**config.mk**
```make
export PLATFORM = sky130hd
export DESIGN_NAME = zbt_port_ctrl
export DESIGN_NICKNAME = d
export VERILOG_FILES = /design/src/rtl/zbt_pkg.sv /design/src/rtl/zbt_op_pipe.sv /design/src/rtl/zbt_port_ctrl.sv
export SDC_FILE = /design/constraint.sdc
export NUM_CORES = 1
export LEC_CHECK = 0
export CAP_MARGIN = 20
export CELL_PAD_IN_SITES_DETAIL_PLACEMENT = 0
export CELL_PAD_IN_SITES_GLOBAL_PLACEMENT = 1
export CORE_MARGIN = 3
export CORE_UTILIZATION = 54
export DETAILED_ROUTE_END_ITERATION = 10
export DONT_BUFFER_PORTS = 1
export GPL_ROUTABILITY_DRIVEN = 0
export PLACE_DENSITY_LB_ADDON = 0.1
export SYNTH_ARGS = -nofsm -noshare
export SYNTH_HDL_FRONTEND = slang
export SYNTH_SLANG_ARGS = --single-unit
```
**constraint.sdc**
```tcl
create_clock -name clk -period 6.23 [get_ports clk]
set_clock_uncertainty 0.15 [all_clocks]
set_input_delay 0.9345 -clock clk [delete_from_list [all_inputs] [get_ports clk]]
set_output_delay 0.9345 -clock clk [all_outputs]
set_load 0.005 [all_outputs]
```
**src/rtl/zbt_pkg.sv**
```systemverilog
// Shared defaults and types for the ZBT SRAM port controller.
package zbt_pkg;

  localparam int ZBT_ADDR_W  = 19;
  localparam int ZBT_DATA_W  = 36;
  // Edges from request accept to rd_valid.
  localparam int ZBT_LATENCY = 3;

  // ST_ prefix keeps the literals clear of the SETTLE parameter name.
  typedef enum logic [1:0] {
    ST_WAIT_LOCK = 2'd0,
    ST_SETTLE    = 2'd1,
    ST_RUN       = 2'd2
  } zbt_state_e;

endpackage

```
**src/rtl/zbt_op_pipe.sv**
```systemverilog
// Two-stage op shift register bridging the accept edge to the point where
// write data must hit the bus and read data must be captured.
module zbt_op_pipe
  import zbt_pkg::*;
#(
  parameter int DATA_W = ZBT_DATA_W
) (
  input  logic              clk,
  input  logic              reset,
  input  logic              vld_p0,
  input  logic              we_p0,
  input  logic [DATA_W-1:0] wdata_p0,
  output logic              vld_p2,
  output logic              we_p2,
  output logic [DATA_W-1:0] wdata_p2
);

  logic              vld_p1;
  logic              we_p1;
  logic [DATA_W-1:0] wdata_p1;

  // Stage p0 -> p1 -> p2: op qualifiers, cleared by reset so no stale op survives
  always_ff @(posedge clk or posedge reset) begin
    if (reset) begin
      vld_p1 <= 1'b0;
      we_p1  <= 1'b0;
      vld_p2 <= 1'b0;
      we_p2  <= 1'b0;
    end else begin
      vld_p1 <= vld_p0;
      we_p1  <= we_p0;
      vld_p2 <= vld_p1;
      we_p2  <= we_p1;
    end
  end

  // Stage p0 -> p1 -> p2: write data rides along; only used when qualified by vld/we
  always_ff @(posedge clk) begin
    wdata_p1 <= wdata_p0;
    wdata_p2 <= wdata_p1;
  end

endmodule

```
**src/rtl/zbt_port_ctrl.sv**
```systemverilog
// Request-side controller for one ZBT SRAM: lock/settle gating, registered
// pin drive, two-cycle write-data offset and fixed-latency read return.
module zbt_port_ctrl
  import zbt_pkg::*;
#(
  parameter int ADDR_W = ZBT_ADDR_W,
  parameter int DATA_W = ZBT_DATA_W,
  parameter int SETTLE = 16
) (
  input  logic              clk,
  input  logic              reset,
  input  logic              clk_locked,
  input  logic              req_valid,
  output logic              req_ready,
  input  logic              req_we,
  input  logic [ADDR_W-1:0] req_addr,
  input  logic [DATA_W-1:0] req_wdata,
  output logic              rd_valid,
  output logic [DATA_W-1:0] rd_data,
  output logic              ram_cen_b,
  output logic              ram_we_b,
  output logic [ADDR_W-1:0] ram_address,
  output logic [DATA_W-1:0] ram_data_out,
  output logic              ram_data_oe,
  input  logic [DATA_W-1:0] ram_data_in
);

  localparam int               CNT_W    = (SETTLE > 1) ? $clog2(SETTLE) : 1;
  localparam logic [CNT_W-1:0] CNT_LAST = CNT_W'(SETTLE - 1);

  zbt_state_e        state;
  zbt_state_e        state_next;
  logic [CNT_W-1:0]  cnt;
  logic [CNT_W-1:0]  cnt_next;
  logic              ready_next;

  logic              acc_p0;
  logic              vld_p2;
  logic              we_p2;
  logic [DATA_W-1:0] wdata_p2;
  logic              rd_pend_p3;

  assign acc_p0 = req_valid && req_ready;

  // FSM state and settle counter registers
  always_ff @(posedge clk or posedge reset) begin
    if (reset) begin
      state <= ST_WAIT_LOCK;
      cnt   <= '0;
    end else begin
      state <= state_next;
      cnt   <= cnt_next;
    end
  end

  // Next state: the lock-sampling edge counts as the first settle cycle
  always_comb begin
    state_next = state;
    cnt_next   = cnt;
    case (state)
      ST_WAIT_LOCK: begin
        cnt_next = '0;
        if (clk_locked) begin
          if (SETTLE <= 1) begin
            state_next = ST_RUN;
          end else begin
            state_next = ST_SETTLE;
            cnt_next   = CNT_W'(1);
          end
        end
      end
      ST_SETTLE: begin
        if (!clk_locked) begin
          state_next = ST_WAIT_LOCK;
          cnt_next   = '0;
        end else if (cnt == CNT_LAST) begin
          state_next = ST_RUN;
          cnt_next   = '0;
        end else begin
          cnt_next = cnt + CNT_W'(1);
        end
      end
      ST_RUN: begin
        if (!clk_locked) begin
          state_next = ST_WAIT_LOCK;
          cnt_next   = '0;
        end
      end
      default: begin
        state_next = ST_WAIT_LOCK;
        cnt_next   = '0;
      end
    endcase
  end

  // Output decode: ready drops on the first edge that sees lock low
  always_comb begin
    ready_next = (state == ST_RUN) && clk_locked;
  end

  // Stage p0 -> p1: handshake result drives the registered control/address pins
  always_ff @(posedge clk or posedge reset) begin
    if (reset) begin
      req_ready   <= 1'b0;
      ram_cen_b   <= 1'b1;
      ram_we_b    <= 1'b1;
      ram_address <= '0;
    end else begin
      req_ready <= ready_next;
      ram_cen_b <= !acc_p0;
      ram_we_b  <= !(acc_p0 && req_we);
      if (acc_p0) begin
        ram_address <= req_addr;
      end
    end
  end

  zbt_op_pipe #(
    .DATA_W (DATA_W)
  ) u_op_pipe (
    .clk      (clk),
    .reset    (reset),
    .vld_p0   (acc_p0),
    .we_p0    (req_we),
    .wdata_p0 (req_wdata),
    .vld_p2   (vld_p2),
    .we_p2    (we_p2),
    .wdata_p2 (wdata_p2)
  );

  // Stage p2 -> p3 (write data on bus) and p3 -> p4 (read data captured)
  always_ff @(posedge clk or posedge reset) begin
    if (reset) begin
      ram_data_oe  <= 1'b0;
      ram_data_out <= '0;
      rd_pend_p3   <= 1'b0;
      rd_valid     <= 1'b0;
      rd_data      <= '0;
    end else begin
      ram_data_oe <= vld_p2 && we_p2;
      if (vld_p2 && we_p2) begin
        ram_data_out <= wdata_p2;
      end
      rd_pend_p3 <= vld_p2 && !we_p2;
      rd_valid   <= rd_pend_p3;
      if (rd_pend_p3) begin
        rd_data <= ram_data_in;
      end
    end
  end

endmodule

```
# Word-level counts from Yosys, hierarchy flattened
# Cells that the tools add are included.
word_totals:
  elab_cells: 44
  in_bits: 96
  output_inout_bits: 96
  regBits: 179
op_classes:
  add_sub_neg: 1
  eq_ne: 6
  muxes: 10
  n_reduce_logical: 10
op_table:
  columns: ["op", "n"]
  rows:
  - ["4-bit two-way mux", 3]
  - ["4-bit one-hot mux with 3 select lines", 1]
  - ["2-bit two-way mux", 4]
  - ["2-bit one-hot mux with 3 select lines", 1]
  - ["1-bit logical AND", 5]
  - ["4-bit by 1-bit adder with 4-bit output, second input constant", 1]
  - ["4-bit equality test, second input constant", 1]
  - ["2-bit != test, second input constant", 2]
  - ["1-bit zero test", 3]
  - ["3-bit != test, second input constant", 1]
  - ["3-bit AND reduction", 1]
  - ["2-bit by 1-bit equality test with 1-bit output, second input constant", 1]
  - ["2-bit equality test, second input constant", 1]
  - ["2-bit zero test", 1]
  - ["1-bit two-way mux", 1]

# Logic depth before layout (Yosys ltp)
# Gate-level depths: netlist (run 1).
depth:
  ltp_word: 4
  mapped_depth: 4

# Modules after synthesis
# A second synthesis (run 1) with hierarchy kept.
hier_totals:
  hier_cells: 311
  hier_area_um2: 5539.1
by_module_without_submodules:
  columns: ["mod", "instances", "seq_area_each_um2", "area_each_um2", "cells_each"]
  rows:
  - ["zbt_port_ctrl", 1, 2580.0, 3993.8, 234]
  - ["zbt_op_pipe", 1, 1541.5, 1545.2, 77]

# Worst setup path before layout (run 1)
# Ideal clock, no wire load.
synth_timing:
  path_type: "input to register"
  start: "input port req_valid"
  end: "register ram_address[10]"
  t_arrival_ns: 1.557
  n_path_buf: 1
  required_time_ns: 5.955
  stages: 3
  slack_ns: 4.398
  cell_sequence: "nand2_1 buf_2 mux2_2"
synth_between:
  elab_chain_cells: 1
synth_rtl:
  columns: ["element", "line_no", "text"]
  rows:
  - ["start, declared", "zbt_port_ctrl.sv:13", "input logic req_valid,"]
  - ["1-bit logical AND", "zbt_port_ctrl.sv:43", "assign acc_p0 = req_valid && req_ready;"]
  - ["end signal, assigned", "zbt_port_ctrl.sv:113", "ram_address <= req_addr;"]
  - ["end, declared", "zbt_port_ctrl.sv:22", "output logic [ADDR_W-1:0] ram_address,"]
# No other way between the ends.
# A chain may end at the register's enable or synchronous reset.

# Final worst setup path (run 1)
layout_timing:
  start: "register ram_cen_b"
  end: "output port ram_cen_b"
layout_lines:
  columns: ["element", "line_no", "text"]
  rows:
  - ["start, declared", "zbt_port_ctrl.sv:20", "output logic ram_cen_b,"]
  - ["start signal, assigned", "zbt_port_ctrl.sv:110", "ram_cen_b <= !acc_p0;"]
# No word-level cell between the ends.

==> reports/qor.txt, run 1 <==
outcome = finished clean
Crit Path Max Fanout = 1
Final min period = 2.13 ns
Pwr Density = 362 nW/um^2
Max Clock Freq = 469 MHz
non-filler cells, final = 466
worst reg-to-reg setup slack = 4.49 ns
drt wl/cell = 19.1 um
Unique masters post-synth = 25
P&R area growth vs syn = 12.5%
Cells after DPL = 433
Final Hold Viols = 0
Post-CTS Setup Inserts = 0
Post-Route Setup TNS = 0 ns
max_slew headroom = 39.4%
Slew @ Worst Pin = 0.909 ns
starting density of the core = 55.9%
# rows = 36
first-pass GRT wire length = 13500 um
# setup viols final = 0
Multi-input gate area = 1300 sq um
gr ovfl total = 0
clock buffer depth = 2
FF/Latch Area = 4120 sq um
drt drc = 0
fill count = 721
core footprint = 9860 sq um
hold slack = 0.140 ns
Final Cycle Share = 34.2%
post-DP HPWL = 6230 um
final worst slack = 4.10 ns
I/O pins = 192
hold_buf cts = 0
CP required = 5.15 ns
Mapped Nets = 404
largest net degree at the start of global routing = 77
Die X-Extent = 107 um
global-route usage over all layers = 16.0%
Clock Latency Late Sink = 0.51 ns
dpl ws = 3.89 ns
met2 GRT Util = 24.9%
die height = 107 um
mean post-synth cell area = 18.0 sq um
initial antenna violation count = 0
vias per cell = 5.13
Worst-path clk slew = 0.06 ns
CP Launch Type = flip-flop
Max Slew Vio Count = 0
nets = 416
post_cts resized = 0
synthesized cell area = 5520 sq um
Gate Count Post-Synth = 307
Seq cells post-synth = 179
gr busiest metal = met2
cts bufs inserted = 17
CTS tree = done
ratio of cells with drive above 1 in the final layout = 37.7%
Clock Sink Count = 179
kind of critical path = reg -> out
commonest non-fill, non-tap cell in the layout = dfrtp_1
VDD IR max = 0.217 mV
most frequent cells in the layout = 105 x dfrtp_1, 72 x dfxtp_1, 62 x mux2_2, 29 x mux2_4, 16 x clkbuf_16
max cap viols = 0
leak pwr = 3.10 nW
met3 Use GR = 8.91%
Detailed Route WL = 8880 um
DIE AREA = 11500 sq um
Vias = 2391
Seq/Total Area, Yosys = 74.7%
DR pass1 iterations = 4
arrival time at the worst endpoint = 1.05 ns
DRT iter0 DRCs = 102
number of global-route vias before repair = 2463
Synth Warn # = 0
H-tree Lvls = 4
fin area = 6210 sq um
RSZ-0062 raised after global routing = no
I/O Buffers = 0
Post-DRT Antenna Nets = 0
GR Util met1 = 17.6%
Placement Cell Area = 5620 sq um
Min-Delay Path Class = in -> async
Crit. End Element = primary output
CTS root buf = clkbuf_8
[power breakdown]
part           total (mW)  internal [mW]  leakage, nW  switching, mW
Sequential           1.19           1.18         2.09        0.00815
Clock                1.03          0.632        0.286          0.399
Combinational      0.0219        0.00576        0.730         0.0161
[worst paths after layout]
check                                       start                      to  cells past startpoint
hold / removal                              reset        ram_data_out[14]                      1
max in group asynchronous                   reset         ram_address[16]                      2
hold reg to reg            u_op_pipe.wdata_p1[30]  u_op_pipe.wdata_p2[30]                      0
min in group clk           u_op_pipe.wdata_p1[30]  u_op_pipe.wdata_p2[30]                      0
setup / recovery                        ram_cen_b               ram_cen_b                      0
setup reg to reg                        req_ready         ram_address[16]                      2
[layer usage]
layer	up-vias	part of all wire (%)
met5	-	0
met4	0	1.5
met3	11	12
met2	123	50
met1	1194	36
li1	1063	-
[registers in the layout, indices dropped and copies added (netlist names)]
register / flops
u_op_pipe.we_p2: 1
u_op_pipe.we_p1: 1
ram_cen_b: 1
ram_data_oe: 1
ram_address: 19
cnt: 4
rd_data: 36
rd_pend_p3: 1
req_ready: 1
u_op_pipe.wdata_p1: 36
state: 2
rd_valid: 1
u_op_pipe.wdata_p2: 36
u_op_pipe.vld_p2: 1
ram_data_out: 36
u_op_pipe.vld_p1: 1
ram_we_b: 1
[cell usage after synthesis (all sizes together)]
cell type / instances / area share (%)
dfrtp: 105 / 48
mux2: 91 / 21
dfxtp: 72 / 26
buf: 9 / 1.5
nor2b: 5 / 0.57
inv: 3 / 0.20
nand2: 3 / 0.34
nand3: 3 / 0.27
dfstp: 2 / 0.95
o21ai: 2 / 0.18
a21boi: 1 / 0.14
a22oi: 1 / 0.14
and2: 1 / 0.11
and2b: 1 / 0.14
ha: 1 / 0.23
nand2b: 1 / 0.11
nand3b: 1 / 0.14
nor3b: 1 / 0.14
o21a: 1 / 0.14
o22ai: 1 / 0.11
o2bb2ai: 1 / 0.16
xor2: 1 / 0.16
[logic make-up (layout without fill, tap and decap cells)]
kind of cell / Yosys count / in the layout / share of synthesized area (%)
AO/OA/AOI/OAI: 7 / 7 / 0.862
AND/OR/NAND/NOR: 16 / 16 / 1.81
other: 0 / 1 / 0
multiplexers: 91 / 91 / 20.5
adder cells (fa/ha/maj): 1 / 1 / 0.227
buffers and inverters: 12 / 37 / 1.70
XOR/XNOR: 1 / 1 / 0.159
flip-flops: 179 / 179 / 74.7
[cell type report]
class                   instances  area share [%]
multi-input cells             116            21.0
repair buffers                  2           0.242
inverters                       3           0.222
clock buffers                  23            7.36
clock inverters                 9            2.10
flip-flops and latches        179            66.4
well taps                     133            2.68
diodes                          1          0.0403
[through the flow]
stage / util (%) / total power, mW
6_report: 62.9 / 2.24
3_3_place_gp: 57.0 / 1.24
4_1_cts: 62.9 / 2.27
5_1_grt: 62.9 / 2.34
2_1_floorplan: - / 1.23
3_5_place_dp: 57.0 / 1.24
(Power assumes the default switching activity.)
==> run 2, diff against run 1 <==
--- a/config.mk
+++ b/config.mk
@@ -9,7 +9,7 @@
 export CELL_PAD_IN_SITES_DETAIL_PLACEMENT = 0
 export CELL_PAD_IN_SITES_GLOBAL_PLACEMENT = 1
 export CORE_MARGIN = 3
-export CORE_UTILIZATION = 54
+export CORE_UTILIZATION = 50
 export DETAILED_ROUTE_END_ITERATION = 10
 export DONT_BUFFER_PORTS = 1
 export GPL_ROUTABILITY_DRIVEN = 0
==> constraint.sdc (replaced) <==
create_clock -name clk -period 2.2 [get_ports clk]
set_clock_uncertainty 0.15 [all_clocks]
set_input_delay 0.33 -clock clk [delete_from_list [all_inputs] [get_ports clk]]
set_output_delay 0.33 -clock clk [all_outputs]
set_load 0.005 [all_outputs]
==> reports/qor.txt, run 2 (synthesized netlist as in run 1, its figures left out) <==
nets = 514 (was 416)
crit-path cells = nand2_4 -> buf_12 -> mux2_2
drt wl/cell = 18.9 um (was 19.1 um)
I/O Buffers = 0 (unchanged)
post-DP HPWL = 6590 um (was 6230 um)
Detailed Route WL = 10700 um (was 8880 um)
Post-DRT Antenna Nets = 0 (unchanged)
CP max stage cell = dfrtp_1
commonest non-fill, non-tap cell in the layout = dfrtp_1 (unchanged)
CTS tree = done (unchanged)
non-filler cells, final = 566 (was 466)
clock buffer depth = 2 (unchanged)
core footprint = 10500 sq um (was 9860 sq um)
DR pass1 iterations = 4 (unchanged)
CTS root buf = clkbuf_8 (unchanged)
first-pass GRT wire length = 17100 um (was 13500 um)
I/O pins = 192 (unchanged)
cts bufs inserted = 17 (unchanged)
Crit. End Element = flip-flop (was primary output)
Routed met3 length = 1180 um (was 1110 um)
Metal-1 WL = 4060 um (was 3210 um)
DRT iter0 DRCs = 145 (was 102)
Max Slew Vio Count = 0 (unchanged)
starting density of the core = 52.5% (was 55.9%)
hold slack = 0.176 ns (was 0.140 ns)
met2 wire len = 5220 um (was 4430 um)
largest net degree at the start of global routing = 45 (was 77)
Final Cycle Share = 71.2%
Cells after DPL = 439 (was 433)
diodes inserted = 0 (was 1)
reg-to-reg startpoint = u_op_pipe.we_p2 (was req_ready)
arrival time at the worst endpoint = 1.83 ns (was 1.05 ns)
Pwr Density = 917 nW/um^2 (was 362 nW/um^2)
Worst Hold Launch = u_op_pipe.wdata_p1[35]
post_cts resized = 0 (unchanged)
number of global-route vias before repair = 3035 (was 2463)
max incr delay on CP = 0.41 ns
delay-heaviest family, CP = flip-flops
# setup viols final = 0 (unchanged)
leak pwr = 3.54 nW (was 3.10 nW)
Placement Cell Area = 5680 sq um (was 5620 sq um)
# rows = 37 (was 36)
fill count = 664 (was 721)
Worst Path Buf+Inv = 1
Slew @ Worst Pin = 0.601 ns (was 0.909 ns)
Worst Reg-to-Reg Cells = 3 (was 2)
Final min period = 1.57 ns
drt drc = 0 (unchanged)
top routing layer in use = met4 (unchanged)
outcome = finished clean (unchanged)
CP required = 2.46 ns (was 5.15 ns)
most frequent cells in the layout = 105 x dfrtp_1, 95 x dlygate4sd3_1, 72 x dfxtp_1, 62 x mux2_2, 29 x mux2_4 (was 105 x dfrtp_1, 72 x dfxtp_1, 62 x mux2_2, 29 x mux2_4, 16 x clkbuf_16)
Post-Route Setup TNS = 0 ns (unchanged)
kind of critical path = reg -> reg (was reg -> out)
Clock Latency Late Sink = 0.52 ns (was 0.51 ns)
ratio of cells with drive above 1 in the final layout = 30.5% (was 37.7%)
RSZ-0062 raised after global routing = no (unchanged)
Max Clock Freq = 639 MHz
Min-Delay Path Class = reg -> reg (was in -> async)
VDD IR max = 0.601 mV (was 0.217 mV)
Worst-path clk slew = 0.07 ns (was 0.06 ns)
CP Launch Type = flip-flop (unchanged)
Crit Path Max Fanout = 21 (was 1)
Final Hold Viols = 0 (unchanged)
fin util = 69.0% (was 62.9%)
Worst Hold End = u_op_pipe.wdata_p2[35]
initial antenna violation count = 0 (unchanged)
fin area = 7250 sq um (was 6210 sq um)
worst reg-to-reg setup slack = 0.63 ns (was 4.49 ns)
P&R area growth vs syn = 31.4% (was 12.5%)
H-tree Lvls = 4 (unchanged)
max cap viols = 0 (unchanged)
Hold Path Cell Cnt = 0
Vias = 2780 (was 2391)
Die X-Extent = 111 um (was 107 um)
max_slew headroom = 59.8% (was 39.4%)
global-route usage over all layers = 18.0% (was 16.0%)
FF-to-FF End = ram_data_out[31] (was ram_address[16])
gr ovfl total = 0 (unchanged)
Clock Sink Count = 179 (unchanged)
vias per cell = 4.91 (was 5.13)
die height = 111 um (was 107 um)
DIE AREA = 12300 sq um (was 11500 sq um)
-- run 2: cell types whose count changed in the layout (fill, tap and decap cells not counted) --
cell | before | now
dlygate4sd3_1 | 0 | 95
buf_12 | 0 | 3
clkbuf_1 | 4 | 1
clkinvlp_4 | 1 | 4
clkinv_4 | 2 | 0
inv_6 | 0 | 2
clkbuf_16 | 16 | 17
clkinv_2 | 3 | 2
diode_2 | 1 | 0
-- run 2: how the worst max path moves through the flow --
stage | depth (start not counted) | slack (ns) | to | from
global placement | 3 | 0.65 | ram_data_out[31] | u_op_pipe.we_p2
global route | 3 | 0.55 | ram_data_out[28] | u_op_pipe.we_p2
CTS | 3 | 0.60 | ram_data_out[31] | u_op_pipe.we_p2
detailed placement | 3 | 0.61 | ram_data_out[31] | u_op_pipe.we_p2
finish | 3 | 0.63 | ram_data_out[31] | u_op_pipe.we_p2
floorplan | 1 | 0.43 | cnt[0] | reset
-- run 2: final cells by class --
class	instances	area (sq um)	share of cell area, %
Sequential cell	179	4120	56.8
Tap cell	136	170	2.35
Clock inverter	11	146	2.02
Inverter	3	15.0	0.207
Multi-Input combinational cell	116	1300	18.0
Clock buffer	21	470	6.49
Timing Repair Buffer	100	1030	14.1
-- run 2: where the power goes --
group | internal (mW) | switching (mW) | leakage [nW]
clock network | 1.86 | 1.20 | 0.296
registers | 3.35 | 0.0245 | 2.09
logic | 0.134 | 0.0781 | 1.15
total | 5.35 | 1.30 | 3.54
-- run 2: stage by stage --
stage	power, mW	setup slack [ns]
after floorplan	3.48	0.434
after global placement	3.51	0.650
after detailed placement	3.52	0.615
after CTS	6.73	0.604
after global routing	6.90	0.554
final	6.65	0.634
-- run 2: routing by layer --
layer	global-route usage, %	vias up
met3	8.90	18
li1	-	1263
met2	28.3	147
met5	0	-
met4	8.27	0
met1	20.8	1352
-- run 2: what timing repair did --
item,in CTS,in global routing
setup buffers,0,0
endpoints found under the hold margin,123,0
hold buffers,95,0
==> run 3, diff against run 2 <==
--- a/config.mk
+++ b/config.mk
@@ -9,7 +9,7 @@
 export CELL_PAD_IN_SITES_DETAIL_PLACEMENT = 0
 export CELL_PAD_IN_SITES_GLOBAL_PLACEMENT = 1
 export CORE_MARGIN = 3
-export CORE_UTILIZATION = 50
+export CORE_UTILIZATION = 45
 export DETAILED_ROUTE_END_ITERATION = 10
 export DONT_BUFFER_PORTS = 1
 export GPL_ROUTABILITY_DRIVEN = 0
==> constraint.sdc (replaced) <==
create_clock -name clk -period 1.3 [get_ports clk]
set_clock_uncertainty 0.15 [all_clocks]
set_input_delay 0.195 -clock clk [delete_from_list [all_inputs] [get_ports clk]]
set_output_delay 0.195 -clock clk [all_outputs]
set_load 0.005 [all_outputs]
==> reports/qor.txt, run 3 (synthesized netlist as in run 1, its figures left out) <==
outcome = finished with violations (was finished clean)
failing checks = negative setup slack
# rows = 39 (was 37)
Final min period = 1.31 ns (was 1.57 ns)
starting density of the core = 47.1% (was 52.5%)
H-tree Lvls = 4 (unchanged)
first-pass GRT wire length = 15600 um (was 17100 um)
CP required = 1.45 ns (was 2.46 ns)
worst reg-to-reg setup slack = -0.01 ns (was 0.63 ns)
Worst-path clk slew = 0.06 ns (was 0.07 ns)
final worst slack = -0.0130 ns (was 0.634 ns)
reg-to-reg startpoint = u_op_pipe.vld_p2 (was u_op_pipe.we_p2)
hold slack = 0.172 ns (was 0.176 ns)
ratio of cells with drive above 1 in the final layout = 33.0% (was 30.5%)
max_slew headroom = 76.4% (was 59.8%)
kind of critical path = reg -> reg (unchanged)
die height = 117 um (was 111 um)
Clock power frac = 44.8% (was 46.1%)
drt drc = 0 (unchanged)
nets = 521 (was 514)
Max Clock Freq = 762 MHz (was 639 MHz)
I/O Buffers = 0 (unchanged)
gr ovfl total = 0 (unchanged)
Flop pwr share = 51.8% (was 50.7%)
vias per cell = 4.84 (was 4.91)
number of global-route vias before repair = 2942 (was 3035)
CP Launch Type = flip-flop (unchanged)
FF-to-FF End = ram_data_out[9] (was ram_data_out[31])
non-filler cells, final = 580 (was 566)
DR pass1 iterations = 4 (unchanged)
RSZ-0062 raised after global routing = yes (was no)
Min-Delay Path Class = in -> reg (was reg -> reg)
Pwr Density = 1490 nW/um^2 (was 917 nW/um^2)
# setup viols final = 15 (was 0)
largest net degree at the start of global routing = 66 (was 45)
P&R area growth vs syn = 34.5% (was 31.4%)
sw frac = 20.0% (was 19.6%)
CP startpoint = u_op_pipe.vld_p2 (was u_op_pipe.we_p2)
Vias = 2805 (was 2780)
Final Hold Viols = 0 (unchanged)
diodes inserted = 0 (unchanged)
Detailed Route WL = 10400 um (was 10700 um)
CTS tree = done (unchanged)
Post-DRT Antenna Nets = 0 (unchanged)
Die X-Extent = 117 um (was 111 um)
I/O pins = 192 (unchanged)
Crit Path Max Fanout = 11 (was 21)
most frequent cells in the layout = 105 x dfrtp_1, 95 x dlygate4sd3_1, 72 x dfxtp_1, 54 x mux2_2, 37 x mux2_4 (was 105 x dfrtp_1, 95 x dlygate4sd3_1, 72 x dfxtp_1, 62 x mux2_2, 29 x mux2_4)
Cells after DPL = 452 (was 439)
clock buffer depth = 2 (unchanged)
DRT iter0 DRCs = 107 (was 145)
arrival time at the worst endpoint = 1.46 ns (was 1.83 ns)
post-DP HPWL = 6610 um (was 6590 um)
Max Slew Vio Count = 0 (unchanged)
Slew @ Worst Pin = 0.353 ns (was 0.601 ns)
fill count = 830 (was 664)
part of the power in combinational logic = 3.4% (was 3.2%)
Switch Pwr = 2.21 mW (was 1.30 mW)
cts bufs inserted = 17 (unchanged)
global-route usage over all layers = 15.5% (was 18.0%)
drt wl/cell = 17.9 um (was 18.9 um)
VDD IR max = 1.08 mV (was 0.601 mV)
Internal Power = 8.83 mW (was 5.35 mW)
Final Cycle Share = 101% (was 71.2%)
Worst Reg-to-Reg Cells = 3 (unchanged)
CP endpoint = ram_data_out[9] (was ram_data_out[31])
Clock Latency Late Sink = 0.41 ns (was 0.52 ns)
initial antenna violation count = 0 (unchanged)
Multi-input gate area = 1360 sq um (was 1300 sq um)
FF/Latch Area = 4120 sq um (unchanged)
leak pwr = 3.64 nW (was 3.54 nW)
max cap viols = 0 (unchanged)
core footprint = 11700 sq um (was 10500 sq um)
CTS root buf = clkbuf_16 (was clkbuf_8)
total power = 11.0 mW (was 6.65 mW)
commonest non-fill, non-tap cell in the layout = dfrtp_1 (unchanged)
DIE AREA = 13600 sq um (was 12300 sq um)
Crit. End Element = flip-flop (unchanged)
Clock Sink Count = 179 (unchanged)
run 3: repair_timing:
item / CTS / global route
endpoints found under the setup margin: 28 / 53
endpoints found under the hold margin: 209 / 0
resized for setup: 8 / 11
hold buffers: 95 / 0
setup buffers: 0 / 1
pin swaps: 0 / 2
run 3: stage by stage:
stage          area, sq um  setup WS [ns]  TNS [ns]  util [%]
6_report              7420        -0.0130   -0.0615      63.4
4_1_cts               7380        -0.0302    -0.364      63.0
5_1_grt               7420        -0.0493     -1.07      63.4
2_1_floorplan         5520         -0.331    -34.85         -
3_5_place_dp          5800        -0.0339   -0.0870      49.5
3_3_place_gp          5800        0.00297         0      49.5
run 3: routing by layer:
layer | vias up | share of wire [%] | track usage [%]
met5 | - | 0 | 0
met4 | 0 | 1.2 | 6.65
met3 | 9 | 10 | 7.98
met2 | 126 | 53 | 26.4
met1 | 1391 | 36 | 16.0
li1 | 1279 | - | -
run 3: worst max-delay path: stages (launching register included):
cell and delay, ns:
dfrtp_1 0.40, nand2_4 0.17, buf_12 0.17, mux2_4 0.31
run 3: layout make-up:
type                            count  area share [%]
Multi-Input combinational cell    116            18.4
Sequential cell                   179            55.5
Clock inverter                      8           0.809
Tap cell                          143            2.41
Clock buffer                       24            7.22
Timing Repair Buffer              107            15.5
Inverter                            3           0.202
run 3: worst min-delay path by stage:
stage	endpoint	slack, ns	start	cells after the start
3_5_place_dp	rd_data[10]	0.03	reset	2
3_3_place_gp	rd_data[16]	0.02	reset	2
2_1_floorplan	u_op_pipe.wdata_p1[0]	0.07	req_wdata[0]	0
6_report	u_op_pipe.wdata_p1[21]	0.17	req_wdata[21]	1
4_1_cts	u_op_pipe.wdata_p1[12]	0.15	req_wdata[12]	1
5_1_grt	u_op_pipe.wdata_p1[27]	0.14	req_wdata[27]	1
run 3: power by group through the flow:
stage          Combinational, mW  Clock [mW]  Sequential, mW
2_1_floorplan             0.0858           0            5.81
3_3_place_gp               0.131           0            5.82
3_5_place_dp               0.133           0            5.82
4_1_cts                    0.368        5.10            5.71
5_1_grt                    0.417        5.35            5.72
6_report                   0.380        4.95            5.71
